## src/rtl/hazard_ctrl_pkg.sv

```systemverilog
// Shared definitions for the hazard controller: FSM state encoding,
// the Mem2RegSEL "no load" code and a small load-detect helper.
package hazard_ctrl_pkg;

    // Controller states; the encoding is fixed so that waveforms and
    // debug dumps read the same across builds.
    typedef enum logic [1:0] {
        ST_RUN       = 2'd0,
        ST_LOAD_WAIT = 2'd1,
        ST_MEM_HOLD  = 2'd2
    } hz_state_e;

    // Mem2RegSEL value meaning "result does not come from memory".
    localparam logic [1:0] MEM2REG_NONE = 2'b00;

    // Width of the load-latency down-counter (LOAD_LAT is at most 7).
    localparam int LCNT_W = 3;

    // A stage carries a load when its writeback select is not "none".
    function automatic logic is_load(input logic [1:0] sel);
        return sel != MEM2REG_NONE;
    endfunction

endpackage

```

## src/rtl/hazard_match.sv

```systemverilog
// Register-dependency comparator: flags when either source register of
// the Decode instruction equals a destination register. Register 0 is
// hard-wired to zero, so it never creates a dependency.
module hazard_match
    import hazard_ctrl_pkg::*;
#(
    parameter int ADDR_W = 5
) (
    input  logic [ADDR_W-1:0] i_src_a,
    input  logic [ADDR_W-1:0] i_src_b,
    input  logic [ADDR_W-1:0] i_dst,
    output logic              o_hit
);

    logic w_dst_nz;

    assign w_dst_nz = (i_dst != '0);
    assign o_hit    = w_dst_nz & ((i_src_a == i_dst) | (i_src_b == i_dst));

endmodule

```

## src/rtl/hazard_ctrl.sv

```systemverilog
// Pipeline hazard controller: load-use stalls lasting LOAD_LAT cycles,
// a whole-pipeline freeze while data memory is busy, taken-branch flush
// of IF/ID, and a saturating count of Decode-stall cycles.
// Optional feature: define BRANCH_HAZARD_EN to also stall a branch in
// Decode whose operands are still being produced in EX (any write) or
// by a load in MEM.
module hazard_ctrl
    import hazard_ctrl_pkg::*;
#(
    parameter int ADDR_W   = 5,
    parameter int LOAD_LAT = 1,
    parameter int CNT_W    = 16
) (
    input  logic              CLK,
    input  logic              RST,
    input  logic [ADDR_W-1:0] RsAddr_D,
    input  logic [ADDR_W-1:0] RtAddr_D,
    input  logic [ADDR_W-1:0] RegAddr3_E,
    input  logic [ADDR_W-1:0] RegAddr3_M,
    input  logic              RegWriteEN_E,
    input  logic              RegWriteEN_M,
    input  logic [1:0]        Mem2RegSEL_E,
    input  logic [1:0]        Mem2RegSEL_M,
    input  logic              Beq,
    input  logic              Bne,
    input  logic              BranchTaken_D,
    input  logic              MemBusy,
    output logic              Stall_F,
    output logic              Stall_D,
    output logic              Stall_E,
    output logic              Stall_M,
    output logic              Flush_D,
    output logic              Flush_E,
    output logic [CNT_W-1:0]  StallCnt
);

    // Value loaded into the down-counter on a fresh load-use hit; the hit
    // cycle itself is the first stall cycle.
    localparam logic [LCNT_W-1:0] LOAD_INIT = LCNT_W'(LOAD_LAT - 1);

    hz_state_e         r_state;
    hz_state_e         r_ret_state;
    hz_state_e         w_state_nxt;
    hz_state_e         w_ret_nxt;
    hz_state_e         w_eff_state;
    logic [LCNT_W-1:0] r_load_cnt;
    logic [LCNT_W-1:0] w_load_cnt_nxt;
    logic [CNT_W-1:0]  r_stall_cnt;
    logic              w_e_match;
    logic              w_load_use;
    logic              w_br_hazard;
    logic              w_hold_d;

    hazard_match #(.ADDR_W(ADDR_W)) u_match_e (
        .i_src_a (RsAddr_D),
        .i_src_b (RtAddr_D),
        .i_dst   (RegAddr3_E),
        .o_hit   (w_e_match)
    );

    assign w_load_use = is_load(Mem2RegSEL_E) & RegWriteEN_E & w_e_match;

`ifdef BRANCH_HAZARD_EN
    logic w_m_match;

    hazard_match #(.ADDR_W(ADDR_W)) u_match_m (
        .i_src_a (RsAddr_D),
        .i_src_b (RtAddr_D),
        .i_dst   (RegAddr3_M),
        .o_hit   (w_m_match)
    );

    // Branch compares in Decode, so its operands must already be final:
    // anything written by EX, or a load still in MEM, is not yet available.
    assign w_br_hazard = (Beq | Bne) &
                         ((RegWriteEN_E & w_e_match) |
                          (is_load(Mem2RegSEL_M) & RegWriteEN_M & w_m_match));
`else
    // Branch operands are forwarded elsewhere; these inputs are unused here.
    logic w_unused_branch;

    assign w_br_hazard     = 1'b0;
    assign w_unused_branch = ^{Beq, Bne, RegWriteEN_M, Mem2RegSEL_M, RegAddr3_M};
`endif

    // Behaviour this cycle: reset behaves as RUN, and leaving MEM_HOLD
    // resumes the frozen state immediately so no cycle is lost.
    always_comb begin
        // NOTE: every combinational output gets a default first, so no path leaves it unassigned and no latch is inferred.
        w_eff_state = r_state;
        if (RST) begin
            w_eff_state = ST_RUN;
        end else if (r_state == ST_MEM_HOLD) begin
            w_eff_state = r_ret_state;
        end
    end

    // Next-state logic: memory freeze first, then load-latency tracking.
    always_comb begin
        w_state_nxt    = w_eff_state;
        w_ret_nxt      = r_ret_state;
        w_load_cnt_nxt = r_load_cnt;
        if (MemBusy) begin
            w_state_nxt = ST_MEM_HOLD;
            w_ret_nxt   = w_eff_state;
        end else begin
            case (w_eff_state)
                ST_RUN: begin
                    if (w_load_use) begin
                        w_load_cnt_nxt = LOAD_INIT;
                        w_state_nxt    = (LOAD_LAT > 1) ? ST_LOAD_WAIT : ST_RUN;
                    end
                end
                ST_LOAD_WAIT: begin
                    // A new hit here is the same load; the count is not reloaded.
                    w_load_cnt_nxt = r_load_cnt - LCNT_W'(1);
                    if (r_load_cnt <= LCNT_W'(1)) begin
                        w_state_nxt = ST_RUN;
                    end
                end
                default: begin
                    w_state_nxt = ST_RUN;
                end
            endcase
        end
    end

    // State register with synchronous reset.
    always_ff @(posedge CLK) begin
        // NOTE: sequential state uses non-blocking assignments so every register samples pre-edge values.
        if (RST) begin
            r_state     <= ST_RUN;
            r_ret_state <= ST_RUN;
            r_load_cnt  <= '0;
        end else begin
            r_state     <= w_state_nxt;
            r_ret_state <= w_ret_nxt;
            r_load_cnt  <= w_load_cnt_nxt;
        end
    end

    // Stall/flush outputs: memory freeze holds everything and never
    // flushes; otherwise a Decode hold bubbles EX and suppresses branch flush.
    always_comb begin
        Stall_F  = 1'b0;
        Stall_D  = 1'b0;
        Stall_E  = 1'b0;
        Stall_M  = 1'b0;
        Flush_D  = 1'b0;
        Flush_E  = 1'b0;
        w_hold_d = 1'b0;
        if (MemBusy) begin
            Stall_F = 1'b1;
            Stall_D = 1'b1;
            Stall_E = 1'b1;
            Stall_M = 1'b1;
        end else begin
            w_hold_d = (w_eff_state == ST_LOAD_WAIT) |
                       ((w_eff_state == ST_RUN) & w_load_use) |
                       w_br_hazard;
            Stall_F  = w_hold_d;
            Stall_D  = w_hold_d;
            Flush_E  = w_hold_d;
            Flush_D  = BranchTaken_D & ~w_hold_d;
        end
    end

    // Saturating count of cycles in which Decode is held.
    always_ff @(posedge CLK) begin
        if (RST) begin
            r_stall_cnt <= '0;
        end else if (Stall_D && (r_stall_cnt != '1)) begin
            r_stall_cnt <= r_stall_cnt + CNT_W'(1);
        end
    end

    assign StallCnt = r_stall_cnt;

endmodule

```

## config.mk

```make
export PLATFORM = sky130hd
export DESIGN_NAME = hazard_ctrl
export DESIGN_NICKNAME = d
export VERILOG_FILES = /design/src/rtl/hazard_ctrl_pkg.sv /design/src/rtl/hazard_match.sv /design/src/rtl/hazard_ctrl.sv
export SDC_FILE = /design/constraint.sdc
export NUM_CORES = 1
export LEC_CHECK = 0
export CORE_MARGIN = 2
export CORE_UTILIZATION = 30
export CTS_BUF_LIST = sky130_fd_sc_hd__clkbuf_16
export CTS_CLUSTER_DIAMETER = 150
export DETAILED_ROUTE_END_ITERATION = 7
export PLACE_DENSITY = 0.6
export SLEW_MARGIN = 25
export SYNTH_ARGS = -nofsm -noshare
export SYNTH_HDL_FRONTEND = slang
export SYNTH_SLANG_ARGS = --single-unit
```

## constraint.sdc

```tcl
create_clock -name CLK -period 2.3 [get_ports CLK]
set_input_delay 0.46 -clock CLK [delete_from_list [all_inputs] [get_ports CLK]]
set_output_delay 0.46 -clock CLK [all_outputs]
set_load 0.02 [all_outputs]
```

; ---- Word level (Yosys, flattened, before mapping)
; Index checks and enable logic that the tools add are counted.
[totals]
reg_bits = 23
input_bits = 32
output_inout_bits = 22
elab_cells = 42
[classes]
add_sub_neg = 2
magnitude_cmp = 1
n_eq_ne = 6
n_mux = 12
bitwise_logic = 9
reduce_logical = 7
[op_table]
columns = cell, n
row1 = 16-bit by 1-bit adder with 16-bit output (second input constant), 1
row2 = 16-bit inequality test (second input constant), 1
row3 = 5-bit == test, 2
row4 = 2-bit 2-to-1 mux, 5
row5 = 3-bit one-hot mux with 2 select lines, 1
row6 = 1-bit bitwise AND, 5
row7 = 5-bit nonzero test, 1
row8 = 1-bit 2-to-1 mux, 4
row9 = 2-bit one-hot mux with 2 select lines, 1
row10 = 2-bit nonzero test, 2
row11 = 3-bit by 1-bit <= comparator with 1-bit output (second input constant), 1
row12 = 3-bit 2-to-1 mux, 1
row13 = 3-bit AND reduction, 1
row14 = 3-bit by 1-bit subtractor with 3-bit output (second input constant), 1
row15 = 2-bit by 1-bit == test with 1-bit output (second input constant), 1
row16 = 2-bit == test (second input constant), 1
row17 = 2-bit logical NOT, 1
row18 = 2-bit inequality test (second input constant), 1
row19 = 1-bit inverter, 2
row20 = 1-bit bitwise OR, 2
row21 = 2-bit OR reduction, 1
row22 = 1-bit logical AND, 1

; ---- Longest topological paths before layout
[logic_depth]
ltp_word = 9
ltp_mapped = 10
mapped_depth_nobuf = 7

; ---- Hierarchy
; From an unflattened synthesis, not the netlist that was laid out.
[hier_totals]
cells_unflattened = 158
area_unflattened_um2 = 1352.5
[modules_own_cells]
columns = module, instances, cells_each, area_each_um2, seq_area_each_um2
row1 = hazard_ctrl, 1, 141, 1228.7, 460.4
row2 = hazard_match, 1, 17, 123.9, 0.0

; ---- Worst setup path before layout
; No wires, ideal clock.
[synth_timing]
path_kind = input to output
start = input port RST
end = output port Stall_F
t_arrival_ns = 1.848
required_time_ns = 1.840
path_slack_ns = -0.008
stages = 9
n_path_buf = 4
path_cell_list = buf_4 > nand2b_1 > o221ai_2 > a21oi_2 > a211oi_2 > buf_4 > buf_4 > inv_1 > buf_4
[synth_via]
elab_chain_cells = 5
elab_cells_between_ends = 6
cone_classes = eq/ne (1) / mux (2) / bitwise (2) / reduce/logical (1)
[synth_lines]
columns = element, line
row1 = "start, declared", hazard_ctrl.sv:15  ; input logic RST,
row2 = 2-bit 2-to-1 mux (*), hazard_ctrl.sv:91  ; if (RST) begin
row3 = 2-bit logical NOT, hazard_ctrl.sv:159  ; ((w_eff_state == ST_RUN) & w_load_use) |
row4 = 1-bit bitwise AND, hazard_ctrl.sv:159
row5 = 1-bit bitwise OR (*), hazard_ctrl.sv:158  ; w_hold_d = (w_eff_state == ST_LOAD_WAIT) |
row6 = 1-bit 2-to-1 mux (*), --
row7 = "end, declared", hazard_ctrl.sv:28  ; output logic Stall_F,
; Every way passes the cells marked *; elsewhere a longest branch is shown, timed or not.

; ---- Worst setup path after layout
[layout_timing]
start = input port MemBusy
end = output port Stall_E
[layout_via]
elab_chain_cells = 1
[layout_lines]
columns = element, line
row1 = "start, declared", hazard_ctrl.sv:27  ; input logic MemBusy,
row2 = 1-bit 2-to-1 mux, hazard_ctrl.sv:152  ; if (MemBusy) begin
row3 = "end, declared", hazard_ctrl.sv:30  ; output logic Stall_E,
; Every way passes these cells.

==> qor.json <==
{
  "cells_and_area": {
    "final_cells": 262,
    "final_core_util": 0.4632,
    "proportion_of_layout_cells_with_a_drive_suffix_above_1": 0.1714,
    "area_growth_pct": 48.57,
    "num-nets-final": 245,
    "antenna_cells": 0
  },
  "clock_network": {
    "htree_num_levels": 1,
    "cts.root.buffer_cell": "sky130_fd_sc_hd__clkbuf_16",
    "clock_latency_ns": 0.26,
    "cts_sinks": 23,
    "cts-buffers-inserted": 3,
    "cts_hold_buffers": 0,
    "clock_tree.buffer_depth": 2,
    "path_clk_slew_ns": 0.06,
    "tritoncts_clock_tree": "built"
  },
  "placed_design": {
    "numPortBuffers": 43,
    "dp_cells": 258,
    "dp_hpwl_mm": 2.495,
    "place_congestion": 0.7475
  },
  "sta": {
    "timing.final.crit_period_ns": 2.263,
    "finalClockSkew_ns": 0.002880,
    "max_slew_vio_count": 0,
    "layout_worst_path_cycle_share": 0.9841,
    "timing.slew.headroom": 0.7706,
    "setup_violations": 0,
    "timing.final.hold_violations": 0,
    "clock.fmax_ghz": 0.4418,
    "worst-slew-pin-transition_ns": 0.3428
  },
  "synth": {
    "synthDominantCellAreaShare": 0.3392,
    "synth_fp_nets": 197,
    "synth.ff_latch_count": 23,
    "yosys_warnings": 0,
    "cell_count_after_synthesis": 163,
    "synth_seq_area_share": 0.3392,
    "netlist.top_cell.by_area": "sky130_fd_sc_hd__dfxtp_1",
    "postSynthAreaPerCell_um2": 8.329,
    "synth.cell_area_um2": 1358,
    "synth_ff_type": "sky130_fd_sc_hd__dfxtp_1",
    "synth_area_leaders": "sky130_fd_sc_hd__dfxtp_1, sky130_fd_sc_hd__xnor2_1, sky130_fd_sc_hd__a21oi_1",
    "synth_edf_count": 0,
    "synth_async_sr_flop_share": 0,
    "synthDistinctLibCells": 38
  },
  "floorplanning": {
    "pin_count": 54,
    "placeableCoreArea_um2": 4354,
    "initial_cell_density_of_the_core": 0.3118,
    "die_ht_um": 71.27,
    "die-width_um": 71.27,
    "die-area_um2": 5079,
    "fp_rows": 24
  },
  "global_route": {
    "wire_length_of_the_first_global_routing_pass_mm": 5.547,
    "grt-ovfl-total": 0,
    "grt_pass1_vias": 1259,
    "grt_start_max_net_pins": 26,
    "antenna_violations_before_repair": 0,
    "global_route.usage.total": 0.1338
  },
  "worst_setup_path": {
    "crit_path_end_kind": "output pin",
    "setup.worst_path.class": "input pin to output pin",
    "timing.critical_path.from_type": "input pin",
    "critPathRequiredTime_ns": 1.84,
    "critPathMaxFanout": 10,
    "cp.arrival_ns": 1.80
  },
  "power_and_ir_drop": {
    "total_leakage_power_nw": 0.7863,
    "pd_cells_nw_per_um2": 457.2,
    "ir_drop_mv": 0.2418
  },
  "drt": {
    "number_of_vias_after_detailed_routing": 1382,
    "dr.pass1.iters": 5,
    "drc": 0,
    "routed_wirelength_mm": 3.450,
    "drt-vias-per-instance": 5.275,
    "avgRoutedWirePerCell_um": 13.17,
    "postRouteAntennaNets": 0,
    "detail_route.iter0.violations": 45
  },
  "run_status": {
    "result_of_the_run": "complete, no violations"
  },
  "min_path": {
    "timing.hold.worst.class": "register to register"
  },
  "job": {
    "drv_cap": 0
  }
}
-- path summary, 6_finish.rpt --
| check | startpoint | end | slack [ns] | cells past startpoint |
|---|---|---|---|---|
| setup reg to reg | StallCnt[0]$_SDFFE_PP0P_ | StallCnt[3]$_SDFFE_PP0P_ | 0.23 | 7 |
| setup / recovery | MemBusy | Stall_E | 0.04 | 3 |
| hold / removal | r_load_cnt[1]$_SDFFE_PP0P_ | r_state[0]$_SDFF_PP0_ | 0.48 | 2 |
| hold reg to reg | r_load_cnt[1]$_SDFFE_PP0P_ | r_state[0]$_SDFF_PP0_ | 0.48 | 2 |
-- worst max-delay path: stages --
cell                              delay, ns
sky130_fd_sc_hd__clkdlybuf4s50_1       0.54
sky130_fd_sc_hd__buf_4                 0.19
sky130_fd_sc_hd__clkdlybuf4s50_1       0.61
-- routing by layer --
| layer | vias up | GRT usage | share of wire |
|---|---|---|---|
| met1 | 650 | 0.1883 | 0.48 |
| met5 | - | 0 | 0 |
| met4 | 0 | 0.05031 | 0.015 |
| li1 | 695 | - | - |
| met3 | 4 | 0.02672 | 0.058 |
| met2 | 33 | 0.2027 | 0.44 |
-- where the power goes --
| part | total (mW) | internal (mW) | switching [mW] |
|---|---|---|---|
| logic | 0.146 | 0.0758 | 0.0699 |
| clock network | 0.369 | 0.232 | 0.137 |
| registers | 0.408 | 0.403 | 0.00545 |
-- cell usage in the layout, fill, tap and decap left out, types with 3 or more instances in the layout --
master | netlist | final
sky130_fd_sc_hd__a21oi_1 | 14 | 13
sky130_fd_sc_hd__xnor2_1 | 10 | 10
sky130_fd_sc_hd__o41ai_1 | 4 | 4
sky130_fd_sc_hd__clkbuf_16 | 0 | 3
sky130_fd_sc_hd__mux2_2 | 4 | 4
sky130_fd_sc_hd__clkdlybuf4s50_1 | 0 | 21
sky130_fd_sc_hd__dfxtp_1 | 23 | 23
sky130_fd_sc_hd__inv_1 | 7 | 7
sky130_fd_sc_hd__o31ai_1 | 8 | 8
sky130_fd_sc_hd__nand2_1 | 9 | 9
sky130_fd_sc_hd__or3_1 | 3 | 3
sky130_fd_sc_hd__nand3_1 | 11 | 11
sky130_fd_sc_hd__nor2_1 | 17 | 17
sky130_fd_sc_hd__dlymetal6s2s_1 | 0 | 13
sky130_fd_sc_hd__dlygate4sd2_1 | 0 | 4
sky130_fd_sc_hd__or4_1 | 9 | 9
sky130_fd_sc_hd__buf_4 | 7 | 14
-- per-stage QoR --
step                setup WS [ns]  instance area (µm²)  setup TNS (ns)  hold WS [ns]  total power [mW]
global placement          -0.5719                 1863          -6.571        0.4523            0.5579
detailed placement        -0.5656                 1863          -6.420        0.4590            0.5593
finish                    0.03669                 2017               0        0.4755            0.9222
floorplan                 0.02667                 1358               0        0.4344            0.4902
global route             -0.01176                 2017        -0.01176        0.5049            0.9646
CTS                      -0.06610                 1944         -0.1377        0.4745            0.9314
-- flip-flops by register name, indices dropped and copies added (netlist names) --
signal	count
StallCnt	16
r_ret_state	2
r_load_cnt	3
r_state	2
-- cells in the mapped netlist, drive strengths merged, types with 3 or more instances --
cell type / number
o31ai: 8
nor4: 3
nand3: 11
xnor2: 10
dfxtp: 23
or3: 3
buf: 9
nand2: 9
a21oi: 15
mux2: 4
nor2: 17
or4: 9
o41ai: 4
clkbuf: 3
inv: 7
-- cells by family (layout without fill, tap and decap cells) --
kind of cell               after synthesis  in the layout  share of synthesized area
buffers and inverters                   19             66                    0.07834
xor gates and xnor gates                10             10                    0.06451
muxes                                    5              5                    0.04055
DFF                                     23             23                     0.3392
AOI/OAI and AO/OA                       37             37                     0.1945
and+or+nand+nor                         67             67                     0.2645
adders and majority gates                2              2                    0.01843
-- timing repair --
action,4_1_cts,5_1_grt
pin swaps,2,14
setup endpoints to repair,16,15
setup buffers,0,1
resized for setup,27,24
-- final cells by class --
class	instances	area (µm²)
Sequential cell	23	460.4
Fill cell	431	2337
Timing Repair Buffer	55	545.5
Clock inverter	1	3.754
Tap cell	52	65.06
Multi-Input combinational cell	121	840.8
Inverter	7	26.28
Clock buffer	3	75.07
Power figures use the tool's default switching activity.
